### src/rtl/seg7_pkg.sv
// Shared constants for the 7-segment display path: segment encodings and converter FSM states.
// Latency: n/a (constants and types only).
// Backpressure: n/a.
package seg7_pkg;

  // Segment patterns are {g,f,e,d,c,b,a}, active-low.
  localparam logic [6:0] SEG_BLANK = 7'h7F;
  localparam logic [6:0] SEG_DASH  = 7'b0111111;

  // Indexed by BCD nibble. Codes 10..15 never come out of the converter and decode to blank.
  localparam logic [15:0][6:0] SEG_TABLE = {
    {6{7'h7F}},
    7'b0010000,  // 9
    7'b0000000,  // 8
    7'b1111000,  // 7
    7'b0000010,  // 6
    7'b0010010,  // 5
    7'b0011001,  // 4
    7'b0110000,  // 3
    7'b0100100,  // 2
    7'b1111001,  // 1
    7'b1000000   // 0
  };

  typedef enum logic [1:0] {
    ST_IDLE,
    ST_CONVERT,
    ST_DONE
  } conv_state_t;

endpackage

### src/rtl/bin2bcd_seq.sv
// Sequential binary-to-BCD converter (shift-add-3), one bit per clock.
// Latency: busy for N+1 cycles after an accepted load; done pulses in the last busy cycle.
// Backpressure: loads presented while busy are dropped, never queued.
module bin2bcd_seq
  import seg7_pkg::*;
#(
  parameter int N      = 8,
  parameter int DIGITS = 3
) (
  input  logic                  clk,
  input  logic                  rst_n,
  input  logic                  load_i,
  input  logic [N-1:0]          value_i,
  output logic                  busy_o,
  output logic                  done_o,
  output logic [4*DIGITS+3:0]   bcd_o,
  output logic                  ovf_o
);

  localparam int BW = 4 * DIGITS + 4;
  localparam int CW = (N > 1) ? $clog2(N + 1) : 1;
  localparam int unsigned LIMIT = 10 ** DIGITS - 1;

  conv_state_t   state, state_nxt;
  logic [CW-1:0] shift_cnt;
  logic [BW-1:0] bcd;
  logic [BW-1:0] bcd_adj;
  logic [N-1:0]  bin;
  logic          ovf;
  logic          ovf_nxt;

  // The extra top nibble in bcd lets the final shift land without truncation.
  // Overflow is judged on the input value, not on the converted digits.
  assign ovf_nxt = (N + 32)'(value_i) > (N + 32)'(LIMIT);

  // State register.
  always_ff @(posedge clk or negedge rst_n) begin
    if (!rst_n) state <= ST_IDLE;
    else        state <= state_nxt;
  end

  // Next-state logic: load starts N shift cycles, then one DONE cycle hands the result over.
  always_comb begin
    state_nxt = state;
    case (state)
      ST_IDLE:    if (load_i) state_nxt = ST_CONVERT;
      ST_CONVERT: if (shift_cnt == CW'(N - 1)) state_nxt = ST_DONE;
      ST_DONE:    state_nxt = ST_IDLE;
      default:    state_nxt = ST_IDLE;
    endcase
  end

  // Add 3 to every nibble that is 5 or more, all nibbles in parallel.
  always_comb begin
    bcd_adj = '0;
    for (int i = 0; i < DIGITS + 1; i++) begin
      if (bcd[4*i +: 4] >= 4'd5) bcd_adj[4*i +: 4] = bcd[4*i +: 4] + 4'd3;
      else                       bcd_adj[4*i +: 4] = bcd[4*i +: 4];
    end
  end

  // Datapath: capture on load, then adjust-and-shift once per CONVERT cycle.
  always_ff @(posedge clk or negedge rst_n) begin
    if (!rst_n) begin
      bin       <= '0;
      bcd       <= '0;
      ovf       <= 1'b0;
      shift_cnt <= '0;
    end else if (state == ST_IDLE && load_i) begin
      bin       <= value_i;
      bcd       <= '0;
      ovf       <= ovf_nxt;
      shift_cnt <= '0;
    end else if (state == ST_CONVERT) begin
      {bcd, bin} <= {bcd_adj, bin} << 1;
      shift_cnt  <= shift_cnt + CW'(1);
    end
  end

  assign busy_o = (state != ST_IDLE);
  assign done_o = (state == ST_DONE);
  assign bcd_o  = bcd;
  assign ovf_o  = ovf;

endmodule

### src/rtl/seg7_scan_driver.sv
// Captures a binary value, converts it to BCD and scans it onto a multiplexed common-anode 7-segment display.
// Latency: new value visible N+2 cycles after load; an/seg registered, one digit slot per REFRESH_DIV cycles.
// Backpressure: load ignored while busy. Optional: SEG7_LEADING_ZERO_BLANK_EN blanks leading zero digits.
module seg7_scan_driver
  import seg7_pkg::*;
#(
  parameter int N           = 8,
  parameter int DIGITS      = 3,
  parameter int REFRESH_DIV = 50000
) (
  input  logic              clk,
  input  logic              rst_n,
  input  logic              load_i,
  input  logic [N-1:0]      value_i,
  output logic              busy_o,
  output logic [6:0]        seg_o,
  output logic [DIGITS-1:0] an_o
);

  localparam int RW = $clog2(REFRESH_DIV);
  localparam int DW = (DIGITS > 1) ? $clog2(DIGITS) : 1;

  logic                  conv_done;
  logic [4*DIGITS+3:0]   conv_bcd;
  logic                  conv_ovf;
  logic [4*DIGITS-1:0]   disp_bcd;
  logic                  disp_ovf;
  logic [RW-1:0]         refresh_cnt;
  logic [DW-1:0]         dig_idx;
  logic [6:0]            seg_nxt;
  logic [DIGITS-1:0]     an_nxt;

  bin2bcd_seq #(
    .N      (N),
    .DIGITS (DIGITS)
  ) u_conv (
    .clk     (clk),
    .rst_n   (rst_n),
    .load_i  (load_i),
    .value_i (value_i),
    .busy_o  (busy_o),
    .done_o  (conv_done),
    .bcd_o   (conv_bcd),
    .ovf_o   (conv_ovf)
  );

  // Display register: digits and overflow are replaced together so no partial value is ever shown.
  always_ff @(posedge clk or negedge rst_n) begin
    if (!rst_n) begin
      disp_bcd <= '0;
      disp_ovf <= 1'b0;
    end else if (conv_done) begin
      disp_bcd <= conv_bcd[4*DIGITS-1:0];
      disp_ovf <= conv_ovf;
    end
  end

  // Free-running scan: step to the next digit every REFRESH_DIV cycles.
  always_ff @(posedge clk or negedge rst_n) begin
    if (!rst_n) begin
      refresh_cnt <= '0;
      dig_idx     <= '0;
    end else if (refresh_cnt == RW'(REFRESH_DIV - 1)) begin
      refresh_cnt <= '0;
      dig_idx     <= (dig_idx == DW'(DIGITS - 1)) ? '0 : dig_idx + DW'(1);
    end else begin
      refresh_cnt <= refresh_cnt + RW'(1);
    end
  end

`ifdef SEG7_LEADING_ZERO_BLANK_EN
  logic [DIGITS-1:0] zero_from;
  logic              zero_run;

  // zero_from[i] is set when digit i and every digit above it are zero.
  always_comb begin
    zero_from = '0;
    zero_run  = 1'b1;
    for (int i = DIGITS - 1; i >= 0; i--) begin
      zero_run     = zero_run & (disp_bcd[4*i +: 4] == 4'd0);
      zero_from[i] = zero_run;
    end
  end
`endif

  // Decode the currently selected digit; overflow overrides everything with dashes.
  always_comb begin
    seg_nxt = SEG_BLANK;
    for (int i = 0; i < DIGITS; i++) begin
      if (DW'(i) == dig_idx) begin
        seg_nxt = SEG_TABLE[disp_bcd[4*i +: 4]];
`ifdef SEG7_LEADING_ZERO_BLANK_EN
        if (i != 0 && zero_from[i]) seg_nxt = SEG_BLANK;
`endif
      end
    end
    if (disp_ovf) seg_nxt = SEG_DASH;
    an_nxt = ~(DIGITS'(1) << dig_idx);
  end

  // Register anode and segment together so they switch on the same edge.
  always_ff @(posedge clk or negedge rst_n) begin
    if (!rst_n) begin
      an_o  <= '1;
      seg_o <= SEG_BLANK;
    end else begin
      an_o  <= an_nxt;
      seg_o <= seg_nxt;
    end
  end

endmodule

### config.mk
export PLATFORM = sky130hd
export DESIGN_NAME = seg7_scan_driver
export DESIGN_NICKNAME = d
export VERILOG_FILES = /design/src/rtl/seg7_pkg.sv /design/src/rtl/bin2bcd_seq.sv /design/src/rtl/seg7_scan_driver.sv
export SDC_FILE = /design/constraint.sdc
export NUM_CORES = 1
export LEC_CHECK = 0
export ABC_AREA = 1
export CAP_MARGIN = 20
export CORE_ASPECT_RATIO = 2
export CORE_MARGIN = 2
export CORE_UTILIZATION = 25
export CTS_BUF_LIST = sky130_fd_sc_hd__clkbuf_4 sky130_fd_sc_hd__clkbuf_8
export DETAILED_ROUTE_END_ITERATION = 10
export PLACE_DENSITY = 0.45
export SLEW_MARGIN = 20
export SYNTH_ARGS = -nofsm -noshare
export SYNTH_HDL_FRONTEND = slang
export SYNTH_SLANG_ARGS = --single-unit
### constraint.sdc
create_clock -name clk -period 1.25 [get_ports clk]
set_input_delay 0.25 -clock clk [delete_from_list [all_inputs] [get_ports clk]]
set_output_delay 0.25 -clock clk [all_outputs]
set_load 0.05 [all_outputs]
-- Word-level counts from Yosys, hierarchy flattened
Memories as Yosys holds them, arrays and structs flattened.
Index checks and enable logic that the tools add are counted.
- flip-flop bits (word level): 70
- memory bits (read-only): 336
- output and inout bits: 11
- word-level logic and storage cells: 64
- memories: 3
- memory list (name ; words ; width ; read ports ; clocked after Yosys merged registers in ; write ports ; line ; text):
    (no name shown) ; 16 ; 7 ; 1 ; 0 ; 0 ; seg7_scan_driver.sv:91 ; seg_nxt = SEG_TABLE[disp_bcd[4*i +: 4]];
    (no name shown) ; 16 ; 7 ; 1 ; 0 ; 0 ; seg7_scan_driver.sv:91 ;
    (no name shown) ; 16 ; 7 ; 1 ; 0 ; 0 ; seg7_scan_driver.sv:91 ;
- $add $sub $neg: 7
- order comparisons: 7
- equal/unequal tests: 9
- shift-type cells: 1
- multiplexer cells: 21
- bitwise operators: 1
- reduce and logical (&&, ||, !) cells: 6
- operator list (kind ; number):
    16-bit two-way mux ; 3
    7-bit two-way mux ; 6
    4-bit two-way mux ; 5
    16-bit by 1-bit adder with 16-bit output, second input constant ; 1
    16-bit == test, second input constant ; 1
    4-bit by 3-bit >= comparator with 1-bit output, second input constant ; 4
    8-bit two-way mux ; 2
    4-bit by 5-bit less-than comparator with 1-bit output, second input constant ; 3
    4-bit by 2-bit adder with 4-bit output, second input constant ; 3
    2-bit two-way mux ; 3
    4-bit by 1-bit adder with 4-bit output, second input constant ; 1
    2-bit == test, second input constant ; 2
    4-bit by 3-bit == test with 1-bit output, second input constant ; 1
    2-bit zero test ; 2
    2-bit one-hot mux with 2 select lines ; 1
    2-bit nonzero test ; 2
    3-bit by 2-bit adder with 3-bit output, second input constant ; 1
    3-bit two-way mux ; 1
    3-bit inverter ; 1
    1-bit by 2-bit << shifter with 3-bit output, first input constant ; 1
    2-bit by 1-bit adder with 2-bit output, second input constant ; 1
    1-bit by 2-bit == test with 1-bit output, first input constant ; 1
    2-bit by 1-bit == test with 1-bit output, second input constant ; 1
    2-bit == test, first input constant ; 1
    4 further kinds ; 4

-- Depth between registers and ports, before layout
Gate-level depths: netlist of the first run.
- depth in word-level cells: 5
- gate-level depth with buffers: 8
- gate-level depth less buffers: 8

-- Modules after synthesis
From an unflattened synthesis of the first run, not the netlist that was laid out.
- cell total of the unflattened synthesis: 516
- area total of the unflattened synthesis: 4003.8 um^2
- modules (own cells, without submodules) (module ; times used ; cells an instance ; area an instance (um^2)):
    seg7_scan_driver ; 1 ; 302 ; 2348.5
    bin2bcd_seq ; 1 ; 214 ; 1655.3

-- Worst setup path after synthesis of the first run
No wires, ideal clock.
- path kind: register -> register
- start: register refresh_cnt[0]
- end: register refresh_cnt[4]
- arrival: 1.092 ns
- required time: 1.129 ns
- slack: 0.037 ns
- stages on the path, launching flop included: 9
- clock period less this slack: 1.213 ns
- path through: dfrtp_1 > ha_1 > nand2_2 > inv_2 > nand2_2 > nor2_2 > nand2_2 > inv_2 > nor2_1
- word-level cells in the longest chain between the ends: 2
- ends and longest elaborated chain (element ; line ; text):
    start: declaration ; seg7_scan_driver.sv:28 ; logic [RW-1:0] refresh_cnt;
    start signal: assignment ; seg7_scan_driver.sv:67 ; refresh_cnt <= refresh_cnt + RW'(1);
    16-bit by 1-bit adder with 16-bit output / 16-bit == test (equally long branches) ; seg7_scan_driver.sv:67, seg7_scan_driver.sv:63 ;
    16-bit two-way mux (*) ; seg7_scan_driver.sv:63 ; end else if (refresh_cnt == RW'(REFRESH_DIV - 1)) begin
Every way passes the cells marked *; elsewhere a longest branch is shown, timed or not.
A chain may end at the register's enable or synchronous reset.

-- Worst setup path after layout of the first run
- start: register u_conv.state[0]
- end: output busy_o
- word-level cells in the longest chain between the ends: 1
- ends and longest elaborated chain (element ; line ; text):
    start: declaration ; bin2bcd_seq.sv:24 ; conv_state_t state, state_nxt;
    start signal: assignment ; bin2bcd_seq.sv:39 ; else state <= state_nxt;
    2-bit nonzero test ; bin2bcd_seq.sv:80 ; assign busy_o = (state != ST_IDLE);
    end: declaration ; seg7_scan_driver.sv:15 ; output logic busy_o,
No other way between the ends.

==> impl_metrics.tcl, run 1 <==
set metrics [dict create \
    outcome "finished with violations" \
    violations "setup timing" \
    slowest_stage "dfrtp_1" \
    dpl-instance-area_um2 4490 \
    clock_skew_ns 0.0116 \
    htreeDepth 3 \
    dp_cells 695 \
    ioPinCount 22 \
    drt_iter0_drc 69 \
    hold_ws_ns 0.456 \
    fillers 1439 \
    core_area_um2 14200 \
    startpoint_type "flip-flop" \
    numCtsBuffers 9 \
    die_w_um 88.7 \
    clk_pin_slew_ns 0.07 \
    finalNonFillerCells 740 \
    cts_buffer_depth 2 \
    tritoncts "yes" \
    crit_required_ns 1.00 \
    final_hold_viol_count 0 \
    finalCritPeriodShare 1.05 \
    yosysTopAreaCell "dfrtp_1" \
    power.total_mw 11.8 \
    grt_max_degree 67 \
    synth_seq_cells 66 \
    met1_usage 0.140 \
    routed_wl_mm 8.37 \
    synthCells 444 \
    cap_violations 0 \
    nets 577 \
    clk_latency_ns 0.35 \
    setup.worst_path.class "reg2out" \
    ys_async_sr_fraction 1.00 \
    peakVddDrop_v 0.00100 \
    rows 62 \
    synth_edf_count 0 \
    cp_slowest_stage_delay_ns 0.37 \
    routed_via_density 4.23 \
    fin_setup_tns_ns -0.276 \
    slew_headroom 0.751 \
    synth_most_common_cell "nand2_1" \
    layout-drive-gt1-share 0.396 \
    cp_max_fo 4 \
    power_density_nw_per_um2 2190 \
    ys_top_cells_by_count "nand2_1, inv_1, nor2_1, dfrtp_1, o21ai_0" \
    drc 0 \
    worstHoldPathType "in2async" \
    finalSetupViolations 15 \
    place_ws_ns -0.101 \
    avgSynthCellArea_um2 8.08 \
    syn_to_final_growth_pct 50.7 \
    initial_core_util 0.253 \
    fmax_ghz 0.762 \
    synth-main-ff-cell "dfrtp_1" \
    final_util 0.381 \
    path_delay_family "flip-flops" \
    die_height_um 173 \
    grt_overflow 0 \
    first_pass_iters 4 \
    critPathArrivalTime_ns 1.06 \
    p_leak_nw 2.53 \
    dp_hpwl_mm 5.59 \
    worst_slew_pin_slew_ns 0.374 \
    syn-cell-area_um2 3590 \
    critPathCaptureType "output port" \
    grt_first_pass_wirelength_mm 13.4 \
    first_global_vias 2990 \
    dieArea_um2 15400 \
    rsz0062_at_grt "yes" \
    clock_sinks 66 \
    cp_cell_sequence "inv_2 -> nand2_2 -> buf_12" \
    seq_area_frac_synth 0.464 \
    setup_slack_ns -0.0630 \
    vias 3129 \
    multiInputGateArea_um2 2040 \
    regArea_um2 1670 \
    grt.met3_usage 0.0171 \
    ys_top_cells_by_area "dfrtp_1, nand2_1, ha_1" \
    yosysTopAreaCellShare 0.391 \
    grt_use_total 0.110 \
    syn_nets 478 \
    period_needed_ns 1.31 \
    n_antenna_cell 0 \
    grt_busiest_layer "met2" \
    yosys_warnings 0 \
    yosysUniqueCellTypes 30 \
    design_area_um2 5410 \
    io_buffers 21 \
    avgRoutedWirePerCell_um 11.3 \
    drtAntennaViolNets 0 \
    grtUsageMet2 0.178 \
    place.gp.congestion 0.770 \
    ctsRootBufferMaster "clkbuf_8" \
    slew_violations 0 \
    path_buf_inv 2 \
    antenna_found_initial 0 \
]
## cell usage in the layout, fill, tap and decap left out, types with 7 or more instances in the layout
| cell type | netlist | layout |
|---|---|---|
| inv_2 | 7 | 18 |
| inv_1 | 58 | 43 |
| o221ai_2 | 0 | 7 |
| clkbuf_8 | 0 | 11 |
| xor2_1 | 8 | 8 |
| nand3_1 | 23 | 16 |
| nor2_2 | 3 | 7 |
| o21ai_2 | 0 | 9 |
| ha_4 | 0 | 8 |
| buf_12 | 0 | 15 |
| nor2_1 | 58 | 51 |
| dfrtp_1 | 56 | 50 |
| nand2_2 | 7 | 14 |
| ha_1 | 23 | 12 |
| clkdlybuf4s50_1 | 0 | 9 |
| buf_6 | 1 | 15 |
| o21ai_1 | 8 | 17 |
| o21ai_0 | 40 | 22 |
| nand2_1 | 99 | 85 |
| dfstp_2 | 10 | 10 |
| buf_4 | 0 | 52 |
## state kept, by name, indices dropped and copies added (netlist names)
| register | flops |
|---|---|
| an_o | 3 |
| dig_idx | 2 |
| disp_bcd | 12 |
| refresh_cnt | 16 |
| seg_o | 7 |
| u_conv.bcd_o | 12 |
| u_conv.bin | 8 |
| u_conv.shift_cnt | 4 |
| u_conv.state | 2 |
## worst reg2reg max path: cells and delay by family (launching register included)
kind	cells	cell delay (ns)
AND/OR/NAND/NOR	2	0.24
buffers and inverters	3	0.41
flip-flops	1	0.40
AO/OA/AOI/OAI	2	0.17
## layout make-up
cell class              instances  area share
multi-input cells             307       0.378
clock inverters                 3     0.00741
well taps                     192      0.0444
flip-flops and latches         66       0.309
clock buffers                  13      0.0308
repair buffers                 94       0.183
inverters                      65      0.0474
## what timing repair did
| item | CTS | global route |
|---|---|---|
| endpoints found under the setup margin | 39 | 62 |
| cloned | 0 | 1 |
| hold endpoints to repair | 56 | 0 |
| pin swaps | 4 | 45 |
| hold buffers | 1 | 0 |
| setup buffers | 9 | 19 |
| resized for setup | 24 | 121 |
## worst paths after layout
check,from,endpoint,slack (ns),depth (start not counted)
max,u_conv.state[0],busy_o,-0.06,3
min,rst_n,dig_idx[1],0.46,3
max reg2reg,u_conv.state[1],u_conv.bcd_o[2],-0.01,7
min reg2reg,u_conv.shift_cnt[0],u_conv.shift_cnt[0],0.51,1
max in group asynchronous,rst_n,disp_bcd[10],0.47,3
min in group clk,value_i[0],u_conv.bin[0],0.46,3
## logic make-up (layout without fill, tap and decap cells)
kind of cell    Yosys count  count (layout)  synth area share
flops                    66              66             0.464
compound gates           73              73             0.114
buf+inv                  71             175            0.0778
xor+xnor                  8               8            0.0195
fa+ha+maj                23              23            0.0802
simple gates            203             203             0.244
## where the power goes
part | internal (mW) | switching, mW | leakage (nW)
clock network | 1.07 | 0.825 | 0.110
logic | 3.16 | 3.32 | 1.61
registers | 2.89 | 0.573 | 0.808
total | 7.12 | 4.72 | 2.53
## routing by layer
metal / up-vias / routed length [um]
met5: - / 0
met4: 0 / 199
met3: 13 / 172
met2: 37 / 4290
met1: 1467 / 3700
li1: 1612 / -
(Power assumes the default switching activity.)
==> run 2: changes to the inputs <==
- PLACE_DENSITY: 0.45 -> 0.43
- clock period: 1.25 -> 1.7 ns (I/O delays scaled with it)
==> run 2 against run 1 <==
  * The flow finishes with violations (hold timing)
  * Highest routed layer unchanged
  * Critical endpoint unchanged
  * Combinational power shrank 54%
  * Sequential share of layout area grew 7.1 points
  * Largest cell class is now registers
  * Critical path type unchanged
  * Sequential power shrank 26%
  * Largest power group unchanged
  * Via count shrank 11%
  * Clock power shrank 23%
==> impl_metrics.tcl, run 2 (synthesis gave the netlist of run 1 again) <==
set metrics [dict create \
    initial_core_util 0.253 \
    violations "hold timing" \
    fmax_ghz 0.687 \
    vias 2789 \
    period_needed_ns 1.45 \
    cts_setup_buffers 0 \
    final_util 0.308 \
    first_global_vias 2784 \
    critPathCaptureType "output port" \
    hold_ws_ns -0.00868 \
    p_leak_nw 2.08 \
    ctsRootBufferMaster "clkbuf_8" \
    p_sw_mw 2.84 \
    io_buffers 21 \
    peakVddDrop_v 0.000809 \
    rows 62 \
    mostFrequentLayoutCell "nand2_1" \
    clk_pin_slew_ns 0.08 \
    outcome "finished with violations" \
    clock_skew_ns 0.00984 \
    dieArea_um2 15400 \
    critPathArrivalTime_ns 1.11 \
    place.gp.congestion 0.784 \
    routed_wl_mm 7.23 \
    die_w_um 88.7 \
    final_hold_viol_count 7 \
    internal_power_mw 4.14 \
    numCtsBuffers 9 \
    grt_max_degree 67 \
    n_antenna_cell 0 \
    grt_first_pass_wirelength_mm 12.7 \
    tritoncts "yes" \
    drtAntennaViolNets 0 \
    cp_max_fo 3 \
    antenna_found_initial 0 \
    setup.worst_path.class "reg2out" \
    dp_hpwl_mm 5.21 \
    final_cell_mix "nand2_1, inv_1, nor2_1" \
    drt_iter0_drc 95 \
    cap_violations 0 \
    slew_violations 0 \
    clk_latency_ns 0.35 \
    routed_via_density 4.15 \
    layout-drive-gt1-share 0.142 \
    cts_buffer_depth 2 \
    first_pass_iters 4 \
    regMostFlops "refresh_cnt" \
    seqPwrFrac 0.364 \
    grt_overflow 0 \
    largest_reg_flops 16 \
    power_density_nw_per_um2 1600 \
    finalSetupViolations 0 \
    pwr-share-comb 0.429 \
    drc 0 \
    cts_hold_buf 0 \
    cts_resized 0 \
    crit_required_ns 1.36 \
    core_area_um2 14200 \
    p_clk_frac 0.207 \
    clock_sinks 66 \
    swShare 0.407 \
    power.total_mw 6.98 \
    worstHoldPathType "in2async" \
    avgRoutedWirePerCell_um 10.8 \
    die_height_um 173 \
    fin_setup_tns_ns 0 \
    startpoint_type "flip-flop" \
    syn_to_final_growth_pct 22.0 \
    finalCritPeriodShare 0.856 \
    ioPinCount 22 \
    rsz0062_at_grt "no" \
    htreeDepth 3 \
    grt_use_total 0.103 \
    worst_slew_pin_slew_ns 0.379 \
    slew_headroom 0.747 \
    nets 509 \
]
run 2: through the flow:
step / instance area [um^2] / hold WS, ns / worst slack [ns] / cells
after CTS: 4380 / 0.00141 / 0.227 / 672
after global placement: 4160 / 0.396 / 0.187 / 656
final: 4380 / -0.00868 / 0.245 / 672
after floorplan: 3590 / 0.0444 / 0.487 / 444
after detailed placement: 4160 / 0.395 / 0.182 / 656
after global routing: 4380 / 0.0206 / 0.135 / 672
run 2: routing by layer:
layer / GRT usage / wire [um] / vias up
li1: - / - / 1476
met1: 0.140 / 3540 / 1259
met2: 0.155 / 3300 / 43
met3: 0.0252 / 238 / 11
met4: 0.0461 / 153 / 0
met5: 0 / 0 / -
run 2: worst paths after layout:
check / endpoint / slack, ns / cells past startpoint / startpoint
max: busy_o / 0.25 / 3 / u_conv.state[1]
min: refresh_cnt[12] / -0.009 / 2 / rst_n
max reg2reg: refresh_cnt[0] / 0.30 / 8 / refresh_cnt[0]
min reg2reg: refresh_cnt[0] / 0.48 / 1 / refresh_cnt[0]
max in group asynchronous: refresh_cnt[10] / 1.39 / 2 / rst_n
min in group clk: refresh_cnt[0] / 0.48 / 1 / refresh_cnt[0]
run 2: area by class of cell:
cell class | instances | area [um^2]
fill | 1506 | 9820
multi-input combinational | 307 | 1650
sequential | 66 | 1660
inverter | 65 | 244
clock inverter | 3 | 46.3
clock buffer | 13 | 173
tap | 192 | 240
timing repair buffer | 26 | 365
run 2: power groups by stage:
stage | registers, mW | clock network [mW] | logic [mW]
2_1_floorplan | 2.70 | 0 | 1.91
3_3_place_gp | 2.57 | 0 | 3.04
3_5_place_dp | 2.58 | 0 | 3.03
4_1_cts | 2.55 | 1.50 | 3.04
5_1_grt | 2.62 | 1.56 | 3.45
6_report | 2.55 | 1.45 | 2.99
run 2: critical path: stages (launching register included):
cell	delay, ns
dfrtp_1	0.43
inv_2	0.08
nand2_1	0.09
buf_12	0.16
==> run 3: changes to the inputs <==
- CORE_MARGIN: 2 -> 10
- CORE_UTILIZATION: 25 -> 45
- PLACE_DENSITY: 0.43 -> 0.66
==> run 3 against run 2 <==
  * The run now ends clean
  * Worst setup slack improved by 0.019 ns
  * Sequential cell count unchanged
  * Worst hold slack improved by 0.021 ns
==> impl_metrics.tcl, run 3 (synthesis gave the netlist of run 1 again) <==
set metrics [dict create \
    cts_hold_buf 0 \
    final_cell_mix "nand2_1, inv_1, nor2_1" \
    drc 0 \
    internal_power_mw 3.90 \
    critPathCaptureType "output port" \
    p_leak_nw 2.05 \
    numCtsBuffers 9 \
    syn_to_final_growth_pct 17.2 \
    die_height_um 146 \
    regToRegStartpoint "refresh_cnt[0]" \
    swShare 0.421 \
    die_w_um 83.1 \
    clk_latency_ns 0.34 \
    ctsRootBufferMaster "clkbuf_8" \
    peakVddDrop_v 0.000884 \
    cts_resized 0 \
    avgRoutedWirePerCell_um 12.3 \
    met3_length_um 206 \
    rsz0062_at_grt "no" \
    vias 2889 \
    clock_skew_ns 0.00423 \
    startpoint_type "flip-flop" \
    slew_violations 0 \
    regMostFlops "refresh_cnt" \
    place.gp.congestion 0.904 \
    cts_setup_buffers 0 \
    htreeDepth 3 \
    top_layer "met4" \
    p_sw_mw 2.83 \
    largest_reg_flops 16 \
    drt_iter0_drc 170 \
    fin_setup_tns_ns 0 \
    first_pass_iters 4 \
    setup.worst_path.class "reg2out" \
    layout-drive-gt1-share 0.140 \
    worst_slew_pin_slew_ns 0.636 \
    antenna_found_initial 0 \
    routed_via_density 5.02 \
    routed_wl_mm 7.10 \
    final_util 0.533 \
    crit_required_ns 1.36 \
    n_antenna_cell 0 \
    cp_max_fo 3 \
    dieArea_um2 12200 \
    power.total_mw 6.72 \
    seqPwrFrac 0.380 \
    initial_core_util 0.455 \
    final_hold_viol_count 0 \
    design_area_um2 4210 \
    cts_buffer_depth 2 \
    pwr-share-comb 0.446 \
    clock_sinks 66 \
    finalSetupViolations 0 \
    cap_violations 0 \
    drtAntennaViolNets 0 \
    power_density_nw_per_um2 1600 \
    fillers 724 \
    mostFrequentLayoutCell "nand2_1" \
    finalCritPeriodShare 0.845 \
    tritoncts "yes" \
    io_buffers 21 \
    worstHoldPathType "in2async" \
    critPathLaunch "u_conv.state[1]" \
    fmax_ghz 0.696 \
    first_global_vias 2922 \
    grt_max_degree 67 \
    core_area_um2 7890 \
    grt_overflow 0 \
    met2_length_mm 3.90 \
    grt_use_total 0.124 \
    rows 46 \
    critPathArrivalTime_ns 1.10 \
    clk_pin_slew_ns 0.07 \
    slew_headroom 0.575 \
    dp_hpwl_mm 5.34 \
    grt_first_pass_wirelength_mm 12.7 \
    outcome "finished clean" \
    period_needed_ns 1.44 \
    nets 508 \
    p_clk_frac 0.174 \
    dpl-instance-area_um2 4030 \
    ioPinCount 22 \
    wl_met1_mm 2.76 \
]
## run 3: cell count changes in the layout (fill, tap and decap cells not counted)
cell,previous run,this run
clkinv_2,0,3
bufinv_16,1,0
clkinvlp_4,1,2
clkinv_4,1,0
buf_4,4,3
clkbuf_8,12,10
## run 3: final cells by class
cell class	instances	area [um^2]	area share
flip-flops and latches	66	1660	0.396
multi-input cells	307	1650	0.391
repair buffers	25	358	0.0851
inverters	65	244	0.0580
clock buffers	11	145	0.0345
well taps	96	120	0.0286
clock inverters	5	30.0	0.00714
## run 3: worst paths after layout
kind	endpoint	slack, ns	cells past startpoint
max in group asynchronous	seg_o[1]	1.37	2
worst min-delay path	refresh_cnt[15]	0.01	2
min in group clk	refresh_cnt[0]	0.48	1
worst max-delay path	busy_o	0.26	3
worst min register to register	refresh_cnt[0]	0.48	1
worst max register to register	refresh_cnt[4]	0.32	8
## run 3: worst max-delay path, cell delays in order (launching register included)
cell     delay, ns
dfrtp_1       0.43
inv_2         0.08
nand2_1       0.08
buf_12        0.16
## run 3: power by group through the flow
| stage | Sequential (mW) | Combinational, mW | Clock [mW] |
|---|---|---|---|
| 6_report | 2.55 | 3.00 | 1.17 |
| 2_1_floorplan | 2.70 | 1.91 | 0 |
| 3_5_place_dp | 2.58 | 3.03 | 0 |
| 4_1_cts | 2.55 | 3.04 | 1.22 |
| 3_3_place_gp | 2.56 | 2.96 | 0 |
| 5_1_grt | 2.63 | 3.43 | 1.28 |
## run 3: through the flow
stage	setup WS, ns	instances	hold slack, ns
4_1_cts	0.242	575	0.0187
6_report	0.264	575	0.0124
3_5_place_dp	0.153	559	0.384
5_1_grt	0.112	575	0.0391
3_3_place_gp	0.186	559	0.380
2_1_floorplan	0.487	444	0.0444
## run 3: metal layers
layer / track usage / vias up
met5: 0 / -
met4: 0.0745 / 0
met3: 0.0295 / 19
met2: 0.231 / 41
met1: 0.119 / 1359
li1: - / 1470
